===== config.mk =====
export PLATFORM = sky130hd
export DESIGN_NAME = button_events
export DESIGN_NICKNAME = d
export VERILOG_FILES = /design/src/rtl/btn_pkg.sv /design/src/rtl/btn_debounce.sv /design/src/rtl/button_events.sv
export SDC_FILE = /design/constraint.sdc
export NUM_CORES = 1
export LEC_CHECK = 0
export BUFFER_PORTS_ARGS = -buffer_cell sky130_fd_sc_hd__buf_2
export CORE_UTILIZATION = 30
export DETAILED_ROUTE_END_ITERATION = 7
export PLACE_DENSITY = 0.43
export SLEW_MARGIN = 20
export SYNTH_ARGS = -nofsm -noshare
export SYNTH_HDL_FRONTEND = slang
export SYNTH_SLANG_ARGS = --single-unit

===== constraint.sdc =====
create_clock -name clk -period 2.6 [get_ports clk]
set_input_delay 0.52 -clock clk [delete_from_list [all_inputs] [get_ports clk]]
set_output_delay 0.52 -clock clk [all_outputs]
set_load 0.01 [all_outputs]

===== src/rtl/btn_pkg.sv =====
// btn_pkg: shared definitions for the push-button front-end.
//   code_width(n) : width of a priority code for n buttons (0 = none, 1..n).
//   CODE_NONE     : priority code meaning "no button held".
//   btn_event_t   : one event as carried by the event stream {code, repeat}.
package btn_pkg;

  localparam int CODE_NONE = 0;

  // Largest supported button count is 15, so codes always fit in 4 bits.
  localparam int CODE_MAX_W = 4;

  typedef struct packed {
    logic [CODE_MAX_W-1:0] code;
    logic                  is_repeat;
  } btn_event_t;

  function automatic int code_width(input int n);
    return $clog2(n + 1);
  endfunction

endpackage


===== src/rtl/btn_debounce.sv =====
// btn_debounce: synchroniser plus debounce filter for a single button.
//   clk         : system clock
//   reset       : synchronous active-high reset
//   raw         : raw asynchronous button level, 1 = pressed
//   stable_next : debounced level as it will be registered on the next edge;
//                 exposing the next value lets the parent register its
//                 priority code on the same edge the level is accepted.
module btn_debounce #(
  parameter int SYNC_STAGES     = 2,
  parameter int DEBOUNCE_CYCLES = 1000000
) (
  input  logic clk,
  input  logic reset,
  input  logic raw,
  output logic stable_next
);

  localparam int CNT_W = (DEBOUNCE_CYCLES > 1) ? $clog2(DEBOUNCE_CYCLES) : 1;

  logic [SYNC_STAGES-1:0] sync_reg;
  logic                   stable_reg;
  logic [CNT_W-1:0]       cnt_reg;
  logic [CNT_W-1:0]       cnt_next;
  logic                   level;

  assign level = sync_reg[SYNC_STAGES-1];

  // Count consecutive samples that disagree with the accepted level; any
  // agreeing sample (a bounce back) restarts the count from zero.
  always_comb begin
    stable_next = stable_reg;
    cnt_next    = '0;
    if (level != stable_reg) begin
      if (cnt_reg == CNT_W'(DEBOUNCE_CYCLES - 1)) begin
        stable_next = level;
      end else begin
        cnt_next = cnt_reg + 1'b1;
      end
    end
  end

  always_ff @(posedge clk) begin
    if (reset) begin
      sync_reg   <= '0;
      stable_reg <= 1'b0;
      cnt_reg    <= '0;
    end else begin
      sync_reg   <= {sync_reg[SYNC_STAGES-2:0], raw};
      stable_reg <= stable_next;
      cnt_reg    <= cnt_next;
    end
  end

endmodule


===== src/rtl/button_events.sv =====
// button_events: debounced push-button front-end with priority code and a
// one-entry valid/ready event stream of press and auto-repeat events.
//   clk         : system clock
//   reset       : synchronous active-high reset
//   btn_raw     : raw asynchronous button levels, 1 = pressed
//   code        : registered priority code of the held button (0 = none)
//   ev_valid    : event available
//   ev_ready    : consumer accepts the event when ev_valid && ev_ready
//   ev_code     : code of the held event (never 0 while ev_valid)
//   ev_repeat   : 0 = press event, 1 = auto-repeat event
//   ev_overflow : sticky flag, set when an event had to be dropped
module button_events
  import btn_pkg::*;
#(
  parameter int NUM_BTN         = 4,
  parameter int SYNC_STAGES     = 2,
  parameter int DEBOUNCE_CYCLES = 1000000,
  parameter int REPEAT_DELAY    = 50000000,
  parameter int REPEAT_PERIOD   = 10000000
) (
  input  logic                           clk,
  input  logic                           reset,
  input  logic [NUM_BTN-1:0]             btn_raw,
  output logic [code_width(NUM_BTN)-1:0] code,
  output logic                           ev_valid,
  input  logic                           ev_ready,
  output logic [code_width(NUM_BTN)-1:0] ev_code,
  output logic                           ev_repeat,
  output logic                           ev_overflow
);

  localparam int CW      = code_width(NUM_BTN);
  localparam int RPT_MAX = (REPEAT_DELAY > REPEAT_PERIOD) ? REPEAT_DELAY : REPEAT_PERIOD;
  localparam int RPT_W   = $clog2(RPT_MAX + 1);

  logic [NUM_BTN-1:0] stable_next;
  logic [CW-1:0]      code_reg;
  logic [CW-1:0]      code_next;
  logic [RPT_W-1:0]   rpt_cnt_reg;
  logic               rpt_phase_reg;   // 0 = waiting for first repeat, 1 = periodic
  logic               press_ev;
  logic               rpt_fire;
  logic               new_valid;
  btn_event_t         new_ev;
  btn_event_t         ev_reg;
  logic               ev_valid_reg;
  logic               ev_overflow_reg;
  logic               code_spare_unused;

  genvar gi;
  generate
    for (gi = 0; gi < NUM_BTN; gi++) begin : g_btn
      btn_debounce #(
        .SYNC_STAGES    (SYNC_STAGES),
        .DEBOUNCE_CYCLES(DEBOUNCE_CYCLES)
      ) u_debounce (
        .clk        (clk),
        .reset      (reset),
        .raw        (btn_raw[gi]),
        .stable_next(stable_next[gi])
      );
    end
  endgenerate

  // Priority encoder: scanning from the top down leaves the lowest index.
  always_comb begin
    code_next = CW'(CODE_NONE);
    for (int i = NUM_BTN - 1; i >= 0; i--) begin
      if (stable_next[i]) begin
        code_next = CW'(i + 1);
      end
    end
  end

  // A press covers any change to a non-zero code, including takeovers.
  // Repeats only fire while the held code is unchanged, so the two never
  // coincide.
  always_comb begin
    press_ev = (code_next != code_reg) && (code_next != CW'(CODE_NONE));
    rpt_fire = 1'b0;
    if ((REPEAT_PERIOD != 0) && (code_reg != CW'(CODE_NONE)) && (code_next == code_reg)) begin
      if (rpt_phase_reg) begin
        rpt_fire = (rpt_cnt_reg == RPT_W'(REPEAT_PERIOD - 1));
      end else begin
        rpt_fire = (rpt_cnt_reg == RPT_W'(REPEAT_DELAY - 1));
      end
    end
    new_valid        = press_ev || rpt_fire;
    new_ev.code      = CODE_MAX_W'(code_next);
    new_ev.is_repeat = !press_ev;
  end

  always_ff @(posedge clk) begin
    if (reset) begin
      code_reg        <= '0;
      rpt_cnt_reg     <= '0;
      rpt_phase_reg   <= 1'b0;
      ev_reg          <= '0;
      ev_valid_reg    <= 1'b0;
      ev_overflow_reg <= 1'b0;
    end else begin
      code_reg <= code_next;

      if (code_next != code_reg) begin
        rpt_cnt_reg   <= '0;
        rpt_phase_reg <= 1'b0;
      end else if (rpt_fire) begin
        rpt_cnt_reg   <= '0;
        rpt_phase_reg <= 1'b1;
      end else if (code_reg != CW'(CODE_NONE)) begin
        rpt_cnt_reg <= rpt_cnt_reg + 1'b1;
      end

      // Loading while the held entry is being accepted loses nothing.
      if (new_valid && (!ev_valid_reg || ev_ready)) begin
        ev_reg       <= new_ev;
        ev_valid_reg <= 1'b1;
      end else if (new_valid) begin
        ev_overflow_reg <= 1'b1;
      end else if (ev_ready) begin
        ev_valid_reg <= 1'b0;
      end
    end
  end

  // Code bits above CW are always zero; fold them into a sink.
  assign code_spare_unused = ^ev_reg.code;

  assign code        = code_reg;
  assign ev_valid    = ev_valid_reg;
  assign ev_code     = ev_reg.code[CW-1:0];
  assign ev_repeat   = ev_reg.is_repeat;
  assign ev_overflow = ev_overflow_reg;

endmodule


==> results_dict.tcl, run 1 <==
set metrics [dict create \
    synth_xor_area_frac 0.142 \
    cts_sinks 128 \
    stdcell_area_um2 7530 \
    fp.dieArea_um2 19400 \
    cp_max_fo 4 \
    rr_worst_depth 8 \
    yosysTopAreaCellShare 0.452 \
    min_period_over_period 1.06 \
    setup_tns_ns -3.66 \
    seqCellArea_um2 2570 \
    antennaDiodeCount 0 \
    seq_area_frac_synth 0.452 \
    drc 0 \
    final_common_cell "dfxtp_1" \
    cts_root_buf "clkbuf_16" \
    io_buffers 15 \
    final_cell_mix "dfxtp_1, nor2_1, buf_4" \
    cts_buffer_depth 2 \
    wl_met1_mm 5.76 \
    synth_fa_ha_area_frac 0.0110 \
    critPathLaunch "g_btn[3].u_debounce.cnt_reg[7]" \
    place_hpwl_mm 8.56 \
    p_leak_nw 2.72 \
    fmax_ghz 0.364 \
    multi_input_area_um2 3120 \
    synth-edff-count 0 \
    overflow 0 \
    ys.flop_type "dfxtp_1" \
    wire_per_inst_um 12.3 \
    ys_seq_elements 128 \
    period_minus_slack_ns 2.74 \
    start_util 0.311 \
    rsz0062_at_grt "true" \
    via_count 4560 \
    numCtsBuffers 17 \
    synth.area.top_cells "dfxtp_1, xor2_1, nor2_1, xnor2_1, nand3_1" \
    synth_top_family_by_area "simple AND/OR/NAND/NOR gates" \
    grt_use_total 0.134 \
    nFillCells 1769 \
    timing.final.hold_violations 0 \
    top_layer "met4" \
    fin_ws_ns -0.144 \
    placementRows 49 \
    worstHoldStart "btn_raw[2]" \
    r2r_start "g_btn[3].u_debounce.cnt_reg[7]" \
    setup_viol 32 \
    firstDrtPassIters 5 \
    ios 16 \
    worstPathArrival_ns 3.05 \
    dr_wl_met3_um 441 \
    cts_tree "yes" \
    grt_pass1_vias 4417 \
    fp.dieW_um 139 \
    tightest_slew_ns 0.557 \
    power_density_nw_per_um2 594 \
    wl_met2_mm 5.74 \
    maxSlewHeadroom 0.629 \
    routed_via_density 4.62 \
    cp_common_cell "or4_4" \
    critPathKind "flip-flop to flip-flop" \
    core_um2 18200 \
    min_path_type "input port to flip-flop" \
    drt_iter0_drc 160 \
    insertion_delay_ns 0.41 \
    startpoint_type "flip-flop" \
    ys_types 48 \
    finalMaxSlewViolations 0 \
    synth_nets 635 \
    violations "setup timing" \
    layout-drive-gt1-share 0.266 \
    hold_depth 2 \
    yosysTopAreaCell "dfxtp_1" \
    outcome "finished, violations left" \
    worstPathCellList "or4_4, nor4_4, nand2_2, mux2i_2, or4_4, o211ai_2, mux2_4, mux2_2" \
    finalCoreUtilization 0.414 \
    ctsHoldBuffers 0 \
    gp_congestion 0.766 \
    syn-mean-instance-area_um2 9.10 \
    end_kind "flip-flop" \
    crit_buf_inv 0 \
    synth_mux_area_frac 0.0115 \
    critical_path_required_ns 2.90 \
    drt-total-wl_mm 12.1 \
    cp.depth 8 \
    dieHeight_um 139 \
    grt_start_max_net_pins 29 \
    fin_skew_ns 0.0124 \
    place_ws_ns -0.302 \
    synth_cells 623 \
    crit_family "simple AND/OR/NAND/NOR gates" \
    ys_warn_count 0 \
    synth-compound-area-share 0.0422 \
    htree_levels 4 \
    antenna_found_initial 0 \
    ant_nets 0 \
    critPathSlowestCell "or4_4" \
    place_area_um2 6720 \
    async_flop_share 0 \
    area_growth_pct 32.9 \
    yosys.area_share.simple 0.319 \
    syn_area_um2 5670 \
    critPathMaxStageDelay_ns 0.56 \
    fin_nets 758 \
    ir_drop_mv 0.396 \
    cts.clk_slew.worst_paths_ns 0.06 \
    largest_reg_flops 80 \
    cap_violations 0 \
    grt_pass1_wl_mm 20.6 \
]
-- Yosys cell counts, types with 2 or more instances --
| master | instances |
|---|---|
| xor2_1 | 61 |
| dfxtp_1 | 128 |
| o21ai_0 | 12 |
| nor2_1 | 101 |
| and4b_1 | 2 |
| and3_1 | 14 |
| nand2b_1 | 3 |
| o31ai_1 | 3 |
| nor4b_1 | 5 |
| mux2_2 | 4 |
| clkbuf_1 | 10 |
| nor4_1 | 6 |
| nor2_4 | 20 |
| nor4b_2 | 2 |
| mux2i_1 | 2 |
| or4_1 | 2 |
| inv_1 | 9 |
| ha_1 | 5 |
| nand4b_1 | 2 |
| nor3_1 | 7 |
| nand4_1 | 19 |
| or3_1 | 14 |
| xnor2_1 | 31 |
| or4b_2 | 2 |
| buf_12 | 2 |
| a21oi_1 | 16 |
| nand3_1 | 49 |
| or2_2 | 2 |
| nor4bb_1 | 3 |
| and2_1 | 7 |
| nand2_1 | 49 |
| and4_1 | 4 |
| nor2b_1 | 12 |
-- kinds of logic (layout without fill, tap and decap cells) --
logic type | Yosys count | after routing
compound gates | 39 | 39
fa+ha+maj | 5 | 5
buf+inv | 23 | 157
xor+xnor | 92 | 92
mux | 6 | 6
simple gates | 330 | 330
flops | 128 | 128
-- layout make-up --
cell class	count	share of cell area
inverters	9	0.00449
flip-flops and latches	128	0.341
clock buffers	25	0.0658
multi-input cells	472	0.414
clock inverters	5	0.0136
repair buffers	118	0.123
well taps	229	0.0381
-- power by group --
part / internal (mW) / switching [mW]
Clock: 1.60 / 0.823
Combinational: 0.0319 / 0.0439
Sequential: 1.97 / 0.00381
-- worst register-to-register path, cell delays in order (launching register included) --
cell and delay [ns]:
dfxtp_1 0.31, or4_4 0.56, nor4_4 0.31, nand2_2 0.10, mux2i_2 0.18, or4_4 0.42, o211ai_2 0.11, mux2_4 0.35
mux2_2 0.27
-- routing by layer --
| metal | vias to the layer above | global-route usage |
|---|---|---|
| met1 | 2136 | 0.163 |
| met3 | 13 | 0.0458 |
| met2 | 39 | 0.217 |
| met5 | - | 0 |
| li1 | 2372 | - |
| met4 | 0 | 0.0497 |
-- repair_timing --
item,4_1_cts,5_1_grt
resized for setup,24,6
pin swaps,13,3
setup endpoints to repair,32,33
gates cloned,3,0
buffers inserted,1,2
-- metrics by stage --
stage | hold slack, ns | cells | total power, mW
2_1_floorplan | 0.414 | 623 | 2.06
3_3_place_gp | 0.417 | 950 | 2.07
3_5_place_dp | 0.425 | 950 | 2.07
4_1_cts | 0.318 | 984 | 4.54
5_1_grt | 0.320 | 986 | 4.64
6_report | 0.331 | 986 | 4.47
-- worst paths after layout --
check                                    end  slack [ns]
max                               ev_code[2]       -0.14
max reg2reg                       ev_code[2]       -0.14
min reg2reg  g_btn[2].u_debounce.sync_reg[1]        0.43
min          g_btn[2].u_debounce.sync_reg[0]        0.33
No activity file was read; power rests on OpenSTA's default activity.
==> inputs of run 2 (changes only) <==
--- a/config.mk
+++ b/config.mk
@@ -6,10 +6,12 @@
 export NUM_CORES = 1
 export LEC_CHECK = 0
 export BUFFER_PORTS_ARGS = -buffer_cell sky130_fd_sc_hd__buf_2
+export CORE_ASPECT_RATIO = 1.4
 export CORE_UTILIZATION = 30
 export DETAILED_ROUTE_END_ITERATION = 7
 export PLACE_DENSITY = 0.43
 export SLEW_MARGIN = 20
 export SYNTH_ARGS = -nofsm -noshare
 export SYNTH_HDL_FRONTEND = slang
+export SYNTH_HIERARCHICAL = 1
 export SYNTH_SLANG_ARGS = --single-unit
==> results_dict.tcl, run 2 <==
set metrics [dict create \
    outcome "finished, violations left" \
    violations "setup timing" \
    ys_types 50 \
    synth_cells 679 \
    stdcell_area_um2 8210 \
    place_area_um2 7330 \
    grt_use_total 0.146 \
    fp.dieArea_um2 21100 \
    cap_violations 0 \
    ctsHoldBuffers 0 \
    antennaDiodeCount 0 \
    syn-mean-instance-area_um2 9.04 \
    overflow 0 \
    async_flop_share 0 \
    fin_ws_ns -0.284 \
    seq_area_frac_synth 0.417 \
    ys_seq_elements 128 \
    placementRows 61 \
    critPathMaxStageDelay_ns 0.55 \
    cts_tree "yes" \
    cts.clk_slew.worst_paths_ns 0.06 \
    crit_buf_inv 0 \
    tightest_slew_ns 0.593 \
    min_path_type "input port to flip-flop" \
    nFillCells 1986 \
    wire_per_inst_um 13.0 \
    comb_power_share 0.017 \
    p_leak_nw 2.75 \
    maxSlewHeadroom 0.605 \
    numCtsBuffers 17 \
    seqPwrFrac 0.423 \
    drt-total-wl_mm 14.0 \
    end_kind "flip-flop" \
    setup_viol 30 \
    hold_depth 2 \
    clkPwrFrac 0.560 \
    fin_skew_ns 0.00844 \
    critPathSlowestCell "or4_4" \
    final_cell_mix "dfxtp_1, buf_4, nor2_1" \
    rr_worst_depth 10 \
    layout-drive-gt1-share 0.292 \
    cp.depth 10 \
    largest_reg_flops 80 \
    critPathKind "flip-flop to flip-flop" \
    gp_congestion 0.781 \
    yosysTopAreaCellShare 0.417 \
    grt_start_max_net_pins 35 \
    seqCellArea_um2 2570 \
    worstPathArrival_ns 3.19 \
    total_power_mw 4.67 \
    insertion_delay_ns 0.42 \
    p_switching_mw 0.923 \
    cp_common_cell "mux2_4" \
    routed_via_density 4.83 \
    timing.final.hold_violations 0 \
    core_um2 20000 \
    grt_pass1_wl_mm 24.2 \
    final_common_cell "dfxtp_1" \
    yosysTopAreaCell "dfxtp_1" \
    ys.flop_type "dfxtp_1" \
    min_period_over_period 1.11 \
    place_hpwl_mm 9.79 \
    dieHeight_um 171 \
    cts_root_buf "clkbuf_16" \
    synth_nets 691 \
    period_minus_slack_ns 2.88 \
    syn_area_um2 6140 \
    power_density_nw_per_um2 569 \
    firstDrtPassIters 4 \
    ios 16 \
    worstPathCellList "ha_4, and3_4, nand3_2, nor2_4, mux2_4, or4_4, a31oi_4, o21a_1, mux2_4, mux2_2" \
    drc 0 \
    synth.area.top_cells "dfxtp_1, xnor2_1, nor2_1, nand3_1, nor2_4" \
    multi_input_area_um2 3550 \
    place_ws_ns -0.583 \
    drt_iter0_drc 322 \
    area_growth_pct 33.6 \
    finalCoreUtilization 0.410 \
    cts_sinks 128 \
    synthTopCellsByCount "dfxtp_1, nor2_1, xnor2_1" \
    cts_buffer_depth 2 \
    yosysMostFrequentCell "dfxtp_1" \
    cp_max_fo 4 \
    synth-edff-count 0 \
    start_util 0.307 \
    fp.dieW_um 123 \
    swShare 0.198 \
    finalMaxSlewViolations 0 \
    fmax_ghz 0.347 \
    ir_drop_mv 0.418 \
    holdWs_ns 0.331 \
    startpoint_type "flip-flop" \
    ant_nets 0 \
    antenna_found_initial 0 \
    rsz0062_at_grt "true" \
    critical_path_required_ns 2.91 \
    crit_family "simple AND/OR/NAND/NOR gates" \
    io_buffers 15 \
    intPower_mw 3.74 \
    fin_nets 819 \
    htree_levels 4 \
    via_count 5175 \
    grt_pass1_vias 5286 \
    ys_warn_count 6 \
]
run 2: cell types whose count changed after synthesis, sizes merged, moves of 6 or more:
cell   previous run  this run
xor2             61        15
xnor2            31        71
nand2            49        29
nor4              6        22
nor3              7        22
inv               9        22
or4               2        14
nor2            121       110
o21ai            13        19
o31ai             3         9
run 2: kinds of logic (layout without fill, tap and decap cells):
family,count (synthesis),in the layout,share of synthesized area
compound gates,57,57,0.0611
xor+xnor,86,86,0.123
fa+ha+maj,5,5,0.0102
buf+inv,45,185,0.0350
flops,128,128,0.417
mux,9,9,0.0161
simple gates,349,349,0.338
run 2: worst paths after layout:
check / slack, ns / to / startpoint
worst min-delay path: 0.33 / g_btn[0].u_debounce/sync_reg[0] / btn_raw[0]
worst min register to register: 0.43 / g_btn[1].u_debounce/sync_reg[1] / g_btn[1].u_debounce/sync_reg[0]
worst max-delay path: -0.28 / ev_code[1] / g_btn[2].u_debounce/cnt_reg[1]
worst max register to register: -0.28 / ev_code[1] / g_btn[2].u_debounce/cnt_reg[1]
run 2: through the flow:
| step | instances | setup TNS, ns |
|---|---|---|
| 2_1_floorplan | 679 | -6.24 |
| 3_3_place_gp | 1031 | -15.38 |
| 3_5_place_dp | 1031 | -16.52 |
| 4_1_cts | 1072 | -7.60 |
| 5_1_grt | 1071 | -10.90 |
| 6_report | 1071 | -6.65 |
run 2: metal layers:
metal	global-route usage	up-vias	routed length, µm
li1	-	2652	-
met3	0.0342	19	372
met4	0.0615	0	278
met1	0.163	2444	6000
met5	0	-	0
met2	0.262	60	7320
run 2: power by group through the flow:
stage	clock [mW]	combinational [mW]	sequential (mW)
finish	2.61	0.0791	1.97
CTS	2.69	0.0807	1.97
floorplan	0	0.0428	2.02
detailed placement	0	0.0629	2.02
global route	2.78	0.0865	1.97
global placement	0	0.0618	2.02
run 2: timing repair:
item                                    4_1_cts  5_1_grt
pin swaps                                    16        8
setup buffers                                 9        1
gates resized for setup                      22       13
gates cloned                                  3        0
endpoints found under the setup margin       33       33
run 2: layout make-up:
cell class                      count  share of cell area
Tap cell                          252              0.0384
Multi-Input combinational cell    506               0.433
Clock buffer                       20              0.0556
Sequential cell                   128               0.314
Clock inverter                     11              0.0227
Inverter                           22              0.0101
Timing Repair Buffer              132               0.126
==> inputs of run 3 (changes only) <==
--- a/config.mk
+++ b/config.mk
@@ -15,3 +15,4 @@
 export SYNTH_HDL_FRONTEND = slang
 export SYNTH_HIERARCHICAL = 1
 export SYNTH_SLANG_ARGS = --single-unit
+export TNS_END_PERCENT = 1
==> results_dict.tcl, run 3 (synthesized netlist as in run 2, its figures left out) <==
set metrics [dict create \
    outcome "finished, violations left" \
    violations "setup timing" \
    drt_iter0_drc 246 \
    fp.dieArea_um2 21100 \
    core_um2 20000 \
    worstPathCellList "nor4b_4, nand4b_1, nor2_2, mux2_4, or4_4, a31oi_4, o21a_1, mux2_4, mux2_2" \
    insertion_delay_ns 0.42 \
    min_period_over_period 1.12 \
    nFillCells 2040 \
    cts_tree "yes" \
    end_kind "flip-flop" \
    critical_path_required_ns 2.90 \
    overflow 0 \
    dieHeight_um 171 \
    setup_viol 31 \
    grt_pass1_wl_mm 23.6 \
    cp_common_cell "mux2_4" \
    grt_start_max_net_pins 23 \
    timing.final.hold_violations 0 \
    final_common_cell "dfxtp_1" \
    cap_violations 0 \
    fin_ws_ns -0.306 \
    fin_nets 816 \
    htree_levels 4 \
    numCtsBuffers 17 \
    holdWs_ns 0.312 \
    cts.clk_slew.worst_paths_ns 0.06 \
    via_count 5093 \
    p_leak_nw 2.71 \
    fmax_ghz 0.344 \
    startpoint_type "flip-flop" \
    fin_skew_ns 0.00687 \
    maxSlewHeadroom 0.637 \
    io_buffers 15 \
    power_density_nw_per_um2 574 \
    area_growth_pct 32.1 \
    critPathSlowestCell "or4_4" \
    ios 16 \
    cts_buffer_depth 2 \
    grt_pass1_vias 5153 \
    drt-total-wl_mm 13.6 \
    worstPathArrival_ns 3.21 \
    wire_per_inst_um 12.7 \
    crit_family "simple AND/OR/NAND/NOR gates" \
    total_power_mw 4.66 \
    grt_use_total 0.143 \
    finalMaxSlewViolations 0 \
    start_util 0.307 \
    gp_congestion 0.731 \
    ir_drop_mv 0.438 \
    cts_sinks 128 \
    period_minus_slack_ns 2.91 \
    critPathMaxStageDelay_ns 0.55 \
    cts_root_buf "clkbuf_16" \
    ant_nets 0 \
    layout-drive-gt1-share 0.282 \
    rsz0062_at_grt "true" \
    min_path_type "input port to flip-flop" \
    cp_max_fo 3 \
    final_cell_mix "dfxtp_1, buf_4, nor2_1" \
    crit_buf_inv 0 \
    firstDrtPassIters 4 \
    largest_reg_flops 80 \
    drc 0 \
    antennaDiodeCount 0 \
    routed_via_density 4.76 \
    antenna_found_initial 0 \
    placementRows 61 \
    tightest_slew_ns 0.541 \
    fp.dieW_um 123 \
    critPathKind "flip-flop to flip-flop" \
    place_hpwl_mm 9.84 \
]
-- run 3: cell types whose count changed in the layout (fill, tap and decap cells not counted), sizes merged --
| cell | previous run | this run |
|---|---|---|
| buf | 132 | 129 |
| clkbuf | 20 | 21 |
| clkinvlp | 1 | 2 |
| clkinv | 5 | 4 |
-- run 3: final timing paths --
path / slack [ns] / startpoint / to / cells after the start
worst min register to register: 0.44 / g_btn[2].u_debounce/sync_reg[0] / g_btn[2].u_debounce/sync_reg[1] / 1
worst max-delay path: -0.31 / g_btn[2].u_debounce/cnt_reg[12] / ev_code[1] / 9
worst min-delay path: 0.31 / btn_raw[1] / g_btn[1].u_debounce/sync_reg[0] / 2
worst max register to register: -0.31 / g_btn[2].u_debounce/cnt_reg[12] / ev_code[1] / 9
-- run 3: worst register-to-register path, stage by stage (launching register included) --
cell and delay (ns):
dfxtp_2 0.33, nor4b_4 0.29, nand4b_1 0.19, nor2_2 0.19, mux2_4 0.33, or4_4 0.55, a31oi_4 0.16, o21a_1 0.18
mux2_4 0.31, mux2_2 0.27
-- run 3: timing repair --
item,4_1_cts,5_1_grt
hold buffers,0,0
gates cloned,1,0
gates resized for setup,12,7
hold endpoints to repair,0,0
pin swaps,33,3
buffers inserted,2,0
setup endpoints to repair,33,33
-- run 3: final cells by class --
| class | instances | area, µm² | area share |
|---|---|---|---|
| well taps | 252 | 315 | 0.0389 |
| clock inverters | 11 | 185 | 0.0228 |
| inverters | 22 | 82.6 | 0.0102 |
| flip-flops and latches | 128 | 2570 | 0.317 |
| multi-input cells | 506 | 3530 | 0.435 |
| clock buffers | 21 | 460 | 0.0568 |
| repair buffers | 129 | 967 | 0.119 |
-- run 3: metal layers --
metal  part of all wire  routed length [µm]  global-route usage
met2               0.51                6990               0.256
met5                  0                   0                   0
met1               0.44                6040               0.158
met3              0.025                 336              0.0318
met4              0.018                 249              0.0668
-- run 3: per-stage QoR --
step | setup TNS, ns | instance area, µm² | setup slack, ns | utilization | std cells
2_1_floorplan | -6.82 | 6270 | -0.301 | - | 679
3_3_place_gp | -17.00 | 7350 | -0.585 | 0.368 | 1034
3_5_place_dp | -14.89 | 7350 | -0.534 | 0.368 | 1034
4_1_cts | -7.40 | 8090 | -0.343 | 0.404 | 1069
5_1_grt | -10.37 | 8110 | -0.433 | 0.406 | 1069
6_report | -6.22 | 8110 | -0.306 | 0.406 | 1069
-- run 3: where the power goes --
group          switching, mW  leakage, nW  total (mW)  internal [mW]
clock network          0.870        0.313        2.61           1.74
registers            0.00416         1.04        1.97           1.97
logic                 0.0438         1.36      0.0694         0.0256
total                  0.918         2.71        4.66           3.74
